$ cat config.mk
export PLATFORM = sky130hd
export DESIGN_NAME = nibble_serial_adder_ctrl
export DESIGN_NICKNAME = d
export VERILOG_FILES = /design/src/rtl/adder_pkg.sv /design/src/rtl/nibble_serial_adder_ctrl_slice.sv /design/src/rtl/nibble_serial_adder_ctrl.sv
export SDC_FILE = /design/constraint.sdc
export NUM_CORES = 1
export LEC_CHECK = 0
export CORE_MARGIN = 2
export CORE_UTILIZATION = 40
export CTS_BUF_LIST = sky130_fd_sc_hd__clkbuf_2
export CTS_CLUSTER_DIAMETER = 200
export CTS_CLUSTER_SIZE = 25
export DETAILED_ROUTE_END_ITERATION = 6
export PLACE_DENSITY_LB_ADDON = 0.3
export SKIP_CTS_REPAIR_TIMING = 1
export SYNTH_ARGS = -nofsm -noshare
export SYNTH_HDL_FRONTEND = slang
export SYNTH_HIERARCHICAL = 1
export SYNTH_SLANG_ARGS = --single-unit
$ cat constraint.sdc
create_clock -name clk -period 5.6 [get_ports clk]
set_input_delay 0.56 -clock clk [delete_from_list [all_inputs] [get_ports clk]]
set_output_delay 0.56 -clock clk [all_outputs]
set_load 0.01 [all_outputs]
$ cat src/rtl/adder_pkg.sv
// rtl/adder_pkg.sv - shared constants, state encoding and overflow helper for the nibble-serial adder
package adder_pkg;

  localparam int NIBBLE_W = 4;

  typedef enum logic [1:0] {
    IDLE = 2'd0,
    RUN  = 2'd1,
    DONE = 2'd2
  } state_t;

  // Signed overflow: carry out of the MSB differs from the carry into it.
  function automatic logic signed_ovf(input logic a_msb, input logic b_msb,
                                      input logic s_msb, input logic c_out);
    logic c_in_msb;
    c_in_msb = a_msb ^ b_msb ^ s_msb;
    return c_out ^ c_in_msb;
  endfunction

endpackage

$ cat src/rtl/nibble_serial_adder_ctrl_slice.sv
// rtl/nibble_serial_adder_ctrl_slice.sv - 4-bit ripple-carry adder slice
module nibble_serial_adder_ctrl_slice (
  input  logic [3:0] A,
  input  logic [3:0] B,
  input  logic       Cin,
  output logic [3:0] Sum,
  output logic       Cout
);

  logic [4:0] c;

  always_comb begin
    c    = 5'b0;
    Sum  = 4'b0;
    c[0] = Cin;
    for (int i = 0; i < 4; i++) begin
      Sum[i]   = A[i] ^ B[i] ^ c[i];
      c[i + 1] = (A[i] & B[i]) | (A[i] & c[i]) | (B[i] & c[i]);
    end
    Cout = c[4];
  end

endmodule

$ cat src/rtl/nibble_serial_adder_ctrl.sv
// rtl/nibble_serial_adder_ctrl.sv - WIDTH-bit add/subtract sequenced over one 4-bit adder slice
module nibble_serial_adder_ctrl
  import adder_pkg::*;
#(
  parameter int WIDTH = 16
) (
  input  logic             clk,
  input  logic             rst_n,
  input  logic             in_valid,
  output logic             in_ready,
  input  logic [WIDTH-1:0] a,
  input  logic [WIDTH-1:0] b,
  input  logic             sub,
  output logic             out_valid,
  input  logic             out_ready,
  output logic [WIDTH-1:0] sum,
  output logic             cout,
  output logic             ovf
);

  localparam int NIBBLES = WIDTH / NIBBLE_W;
  localparam int CNT_W   = (NIBBLES > 1) ? $clog2(NIBBLES) : 1;
  localparam logic [CNT_W-1:0] CNT_LAST = CNT_W'(NIBBLES - 1);

  if ((WIDTH % NIBBLE_W) != 0 || WIDTH < 8) begin : g_bad_width
    $error("nibble_serial_adder_ctrl: WIDTH must be a multiple of 4 and at least 8");
  end

  state_t            state, state_nxt;
  logic [WIDTH-1:0]  a_sh, b_sh, sum_r;
  logic [CNT_W-1:0]  cnt;
  logic              carry, cout_r, ovf_r;
  logic [3:0]        slice_sum;
  logic              slice_cout;
  logic              accept, last;

  nibble_serial_adder_ctrl_slice u_slice (
    .A    (a_sh[NIBBLE_W-1:0]),
    .B    (b_sh[NIBBLE_W-1:0]),
    .Cin  (carry),
    .Sum  (slice_sum),
    .Cout (slice_cout)
  );

  always_comb begin
    state_nxt = state;
    in_ready  = 1'b0;
    out_valid = 1'b0;
    accept    = 1'b0;
    last      = 1'b0;
    case (state)
      IDLE: begin
        in_ready = 1'b1;
        accept   = in_valid;
        if (in_valid) state_nxt = RUN;
      end
      RUN: begin
        last = (cnt == CNT_LAST);
        if (last) state_nxt = DONE;
      end
      DONE: begin
        out_valid = 1'b1;
        if (out_ready) state_nxt = IDLE;
      end
      default: state_nxt = IDLE;
    endcase
  end

  always_ff @(posedge clk or negedge rst_n) begin
    if (!rst_n) state <= IDLE;
    else        state <= state_nxt;
  end

  always_ff @(posedge clk or negedge rst_n) begin
    if (!rst_n) begin
      a_sh   <= '0;
      b_sh   <= '0;
      sum_r  <= '0;
      cnt    <= '0;
      carry  <= 1'b0;
      cout_r <= 1'b0;
      ovf_r  <= 1'b0;
    end else if (accept) begin
      a_sh  <= a;
      b_sh  <= sub ? ~b : b;
      carry <= sub;
      cnt   <= '0;
    end else if (state == RUN) begin
      // Result nibbles enter at the top so the LS nibble lands at bit 0 after the final pass.
      sum_r <= {slice_sum, sum_r[WIDTH-1:NIBBLE_W]};
      a_sh  <= a_sh >> NIBBLE_W;
      b_sh  <= b_sh >> NIBBLE_W;
      carry <= slice_cout;
      cnt   <= last ? '0 : cnt + CNT_W'(1);
      if (last) begin
        cout_r <= slice_cout;
        ovf_r  <= signed_ovf(a_sh[3], b_sh[3], slice_sum[3], slice_cout);
      end
    end
  end

  assign sum  = sum_r;
  assign cout = cout_r;
  assign ovf  = ovf_r;

endmodule

==> summary.txt, run 1 <==
Run status
  • Status: completed

Global route
  • Vias in the first global route: 1,796
  • GRT Max-Usage Layer: met2
  • First-pass GRT wire length: roughly 8.6 mm
  • GR Overflow Total: 0
  • GR Util met2: 24.8%
  • Initial antenna violation count: 0
  • GRT Overall Usage: between 10% and 20%
  • GR Util met1: 20.5%
  • M3 GR Usage: 3.88%
  • Largest net degree at the start of global routing: 56

STA
  • Clock Skew: 17.2 ps
  • Max transition margin: 24.3%
  • Final WS setup: around 3000 ps
  • Worst Tran Pin Value: 1130 ps
  • Tightest hold margin: roughly 190 ps
  • Setup TNS: 0 ps
  • Fmax: roughly 0.38 GHz
  • Final setup vio count: 0
  • RSZ-0062 raised after global routing: no
  • Hold Vio Cnt, Final: 0
  • Final Cycle Share: 47.2%
  • Min Tclk post-route: between 2000 and 3000 ps
  • Fin. max-slew vios: 0

Final layout
  • Commonest non-fill, non-tap cells in the layout: nand2_1 (86), dfrtp_1 (55), clkdlybuf4s50_1 (55), xnor2_1 (18)
  • Area Growth Syn to Fin: 24.9%
  • Antenna Cells: 0
  • Sequential cell area: 0.00138 mm2
  • Final nets: 345
  • Layout cells sized above 1: 6.91%
  • Number of fill cells: 564
  • Final core occ: 52.5%
  • Most common cell after layout, fill and taps aside: nand2_1
  • Area of the multi-input gates: about 0.0010 mm2

Floorplanning
  • Die Ht: 83.3 um
  • Initial Utilization: 42.0%
  • CORE AREA: 0.00599 mm2
  • FP Rows: 28
  • Overall die area: 0.00694 mm2
  • Die width: about 83 um
  • Ports: 57

Synthesis
  • Number of synthesized register bits: 55
  • Warnings, synthesis: 6
  • Gate Count Post-Synth: between 200 and 300
  • Ys flop type: dfrtp_1
  • Post-synth ARST share: between 90% and 100%
  • Synth Area per Inst: 9.87 um2
  • Net Count, Synth: a little under 300
  • Register area share after synthesis: a little over half
  • Synthesized area: 0.00252 mm2
  • EDFF count, synth: 0
  • Yosys cell types: 24

Critical path
  • Crit start category: flop
  • Crit path buf inv count: 4
  • Crit-path max cell delay: 440 ps
  • Cell family contributing the most delay on the critical path: adder cells
  • CP cell instances: inv_1 > fa_1 > inv_1 > fa_1 > fa_1 > inv_1 > fa_1 > inv_1 > xor2_1 > xnor2_1 > mux2_2
  • Worst path required time: 5970 ps
  • Crit Path Category: reg2reg
  • Crit-path max FO: 2
  • Crit path max-delay cell type: dfrtp_1
  • Crit end category: flop
  • Arrival time worst endpoint: approximately 3000 ps

Drt
  • Avg WL per Cell: 13.3 um
  • Vias after detailed routing: between 1,500 and 2,000
  • Detail Route Antenna Nets: 0
  • Initial DRT Pass Iterations: 4
  • DRC viols: 0
  • Routed WL: just over 5 mm
  • 1st-iter DRT viols: ~110
  • Avg Vias per Cell: a little over 5

Placed design
  • Dpl ws: ~3000 ps
  • RePlAce Congestion: 0.705
  • DP Wirelength: 3.38 mm
  • Port buffer count: between 50 and 60

CTS
  • Worst-Skew Late Latency: 450 ps
  • H-tree Lvls: 2
  • TritonCTS clock tree: done
  • Clk Tree Root Cell: clkbuf_2
  • Max clock buf depth: 2
  • Clock sink count: 55
  • CTS Buf Count: 5
  • Clock slew at reported path FFs: around 280 ps

Pwr
  • Leakage power: 1.49 nW
  • VDD IR max: 0.000204 V
  • Cell area power density: 501 mW/mm2

Min path
  • Min-Delay Path Class: in2async

Run
  • Max_cap viols: 0
## layout make-up
| cell class | instances | share of cell area, % |
|---|---|---|
| clock inverters | 3 | 0.637 |
| clock buffers | 5 | 0.796 |
| flip-flops and latches | 55 | 43.8 |
| well taps | 75 | 2.99 |
| repair buffers | 57 | 17.9 |
| inverters | 11 | 1.31 |
| multi-input cells | 173 | 32.6 |
## synth_stat cells (4+ instances only)
cell	n	share of area, %
dfrtp_1	55	55
o21ai_1	4	0.80
buf_2	15	3.0
fa_1	4	3.2
xnor2_1	18	6.3
nor2_1	13	1.9
a22oi_1	13	3.9
nand2_1	86	13
nand3_1	9	1.8
a221o_1	6	2.4
inv_1	11	1.6
a221o_2	6	2.7
## path summary, 6_finish.rpt
path / to / cells past startpoint / start / slack, ps
worst max-delay path: ovf / 11 / b_sh[0] / 2960
min in group clk: sum[3] / 2 / sum[3] / 520
max in group asynchronous: sum[5] / 2 / rst_n / 4970
worst min register to register: sum[3] / 2 / sum[3] / 520
worst min-delay path: sum[13] / 2 / rst_n / 190
worst max register to register: ovf / 11 / b_sh[0] / 2960
## registers in the layout, indices dropped and copies added (netlist names)
signal  count
cout        1
state       2
ovf         1
sum        16
carry       1
b_sh       16
cnt         2
a_sh       16
## report_power, final
group / internal, W / switching [W] / leakage, nW / total [W]
sequential: 0.000565 / 0.000116 / 0.706 / 0.000681
combinational: 0.000343 / 0.000393 / 0.759 / 0.000736
clock: 0.0000295 / 0.000127 / 0.0250 / 0.000157
total: 0.000938 / 0.000636 / 1.49 / 0.00157
## metrics by stage
step                      total power [W]  instance area (um2)  cells
after CTS                         0.00159                 3140    379
after global routing              0.00172                 3140    379
after floorplan                   0.00118                 2520    255
after global placement            0.00141                 3100    371
final                             0.00157                 3140    379
after detailed placement          0.00144                 3100    371
## metal layers
layer	share of wire [%]	wire, um	up-vias
li1	-	-	926
met1	46	2300	915
met2	48	2400	58
met3	5.5	279	6
met4	1.1	55	0
met5	0	0	-
## cells by family after synthesis
family	share of synthesized area, %
AO/OA/AOI/OAI	10.6
XOR/XNOR	6.61
adder cells (fa/ha/maj)	3.68
buffers and inverters	5.07
flip-flops	54.7
multiplexers	0.895
AND/OR/NAND/NOR	18.4
Note: power is estimated with default switching activity, not from simulation.
==> run 2, diff against run 1 <==
clock period = 2.3 ns   (was 5.6 ns; I/O delays follow)
==> summary.txt, run 2 (synthesized netlist as in run 1, its figures left out) <==
Critical path
  • Crit-path max cell delay: 460 ps
  • Crit-path max FO: 2
  • Most frequent CP cell: inv_2
  • Cell family contributing the most delay on the critical path: adder cells
  • Crit path buf inv count: 4
  • Crit start category: flop
  • CP cell instances: inv_2 > fa_1 > inv_1 > fa_2 > fa_2 > inv_2 > fa_1 > inv_2 > xor2_2 > xnor2_1 > mux2_2
  • Crit Path Category: reg2reg
  • Crit path max-delay cell type: dfrtp_1
  • Worst path required time: 2660 ps
  • Crit end category: flop
  • Arrival time worst endpoint: 2870 ps

STA
  • Max transition margin: 53.7%
  • Final Cycle Share: 109%
  • Final WS setup: -211 ps
  • Final setup vio count: 2
  • Hold Vio Cnt, Final: 0
  • RSZ-0062 raised after global routing: yes
  • Clock Skew: 24.7 ps
  • Min Tclk post-route: 2510 ps
  • Fin. max-slew vios: 0
  • Worst Tran Pin Value: 694 ps
  • Fmax: 0.398 GHz
  • Tightest hold margin: 254 ps

CTS
  • CTS Buf Count: 5
  • Worst-Skew Late Latency: approximately 450 ps
  • TritonCTS clock tree: done
  • H-tree Lvls: 2
  • Clock slew at reported path FFs: roughly 280 ps
  • Clk Tree Root Cell: clkbuf_2
  • Clock sink count: 55
  • Max clock buf depth: 2

Pwr
  • Logic pwr share: 48.5%
  • Cell area power density: 1260 mW/mm2
  • Leakage power: ~1.6 nW
  • Register share of total power: 40.1%
  • Clk pwr share: 11.4%
  • Switch Pwr: 0.00158 W
  • Switching share of total power: about two fifths
  • Pint: 0.00256 W
  • VDD IR max: 0.000733 V

Global route
  • Largest net degree at the start of global routing: 56
  • Vias in the first global route: approximately 1,800
  • First-pass GRT wire length: about 8.5 mm
  • GRT Overall Usage: 15.1%
  • Initial antenna violation count: 0
  • GR Overflow Total: 0

Final layout
  • Antenna Cells: 0
  • Layout cells sized above 1: 12.3%
  • Most common cell after layout, fill and taps aside: nand2_1
  • Commonest non-fill, non-tap cells in the layout: nand2_1 (86), dfrtp_1 (55), clkdlybuf4s50_1 (55), xnor2_1 (18)
  • Final nets: 358
  • Final instance area: about 0.0033 mm2
  • Area Growth Syn to Fin: 30.1%

Run status
  • Status: finished with violations
  • Failing checks: negative setup slack

Min path
  • Min-Delay Path Class: in2reg

Drt
  • Detail Route Antenna Nets: 0
  • Avg WL per Cell: roughly 13 um
  • DRC viols: 0
  • 1st-iter DRT viols: 53
  • Vias after detailed routing: 1,896
  • Avg Vias per Cell: 4.84
  • Routed WL: 5.01 mm
  • Initial DRT Pass Iterations: 4

Placed design
  • Dpl ws: -236 ps
  • RePlAce Congestion: 0.799
  • Post-DP Area: 0.00318 mm2
  • Port buffer count: between 50 and 60
  • DP Wirelength: 3.46 mm

Floorplanning
  • Ports: 57
  • FP Rows: 28
  • Overall die area: about 0.0069 mm2
  • Initial Utilization: 42.0%
  • Die Ht: 83.3 um
  • Die width: 83.3 um
  • CORE AREA: 0.00599 mm2

Run
  • Max_cap viols: 0
==> run 2: cell count changes in the layout (fill, tap and decap cells not counted), sizes merged <==
| cell | change |
|---|---|
| buf | +12 |
| clkinvlp | -2 |
| bufinv | +1 |
| clkinv | +1 |
| dlygate4sd3 | +1 |
==> run 2: layer usage <==
layer  global-route usage [%]  part of all wire (%)
met5                        0                     0
met3                     2.68                   3.6
met2                     24.5                    48
met1                     20.2                    47
met4                     5.81                  0.86
==> run 2: power groups by stage <==
stage	logic, W	registers, W	clock network (W)
final	0.00200	0.00166	0.000473
after global routing	0.00226	0.00172	0.000521
after CTS	0.00197	0.00166	0.000488
after detailed placement	0.00196	0.00168	0
after global placement	0.00191	0.00167	0
after floorplan	0.00120	0.00168	0
==> run 2: worst paths after layout <==
check                             start  endpoint  slack (ps)  cells after the start
worst max-delay path            a_sh[0]       ovf        -210                     11
worst min-delay path              a[13]  a_sh[13]         250                      3
worst max register to register  a_sh[0]       ovf        -210                     11
worst min register to register   sum[1]    sum[1]         510                      2
max in group asynchronous         rst_n  b_sh[15]        1430                      3
min in group asynchronous         rst_n   a_sh[5]         400                      3
==> run 2: area by class of cell <==
class                   instances  area (um2)
multi-input cells             173        1040
repair buffers                 70         663
clock buffers                   5        25.0
inverters                      11        41.3
fillers                       560        2720
clock inverters                 3        38.8
well taps                      75        93.8
flip-flops and latches         55        1380
==> run 2: through the flow <==
stage / cells / util, % / total power, W / TNS, ps
final: 392 / 54.7 / 0.00413 / -241
after detailed placement: 381 / 53.0 / 0.00364 / -236
after global placement: 381 / 53.0 / 0.00358 / -163
after CTS: 389 / 54.1 / 0.00411 / -271
after floorplan: 255 / - / 0.00288 / -125
after global routing: 392 / 54.7 / 0.00450 / -431
==> run 2: worst min-delay path, stage by stage <==
cell and delay [ps]:
clkdlybuf4s50_1 390, nand2_1 50, nand2_1 40
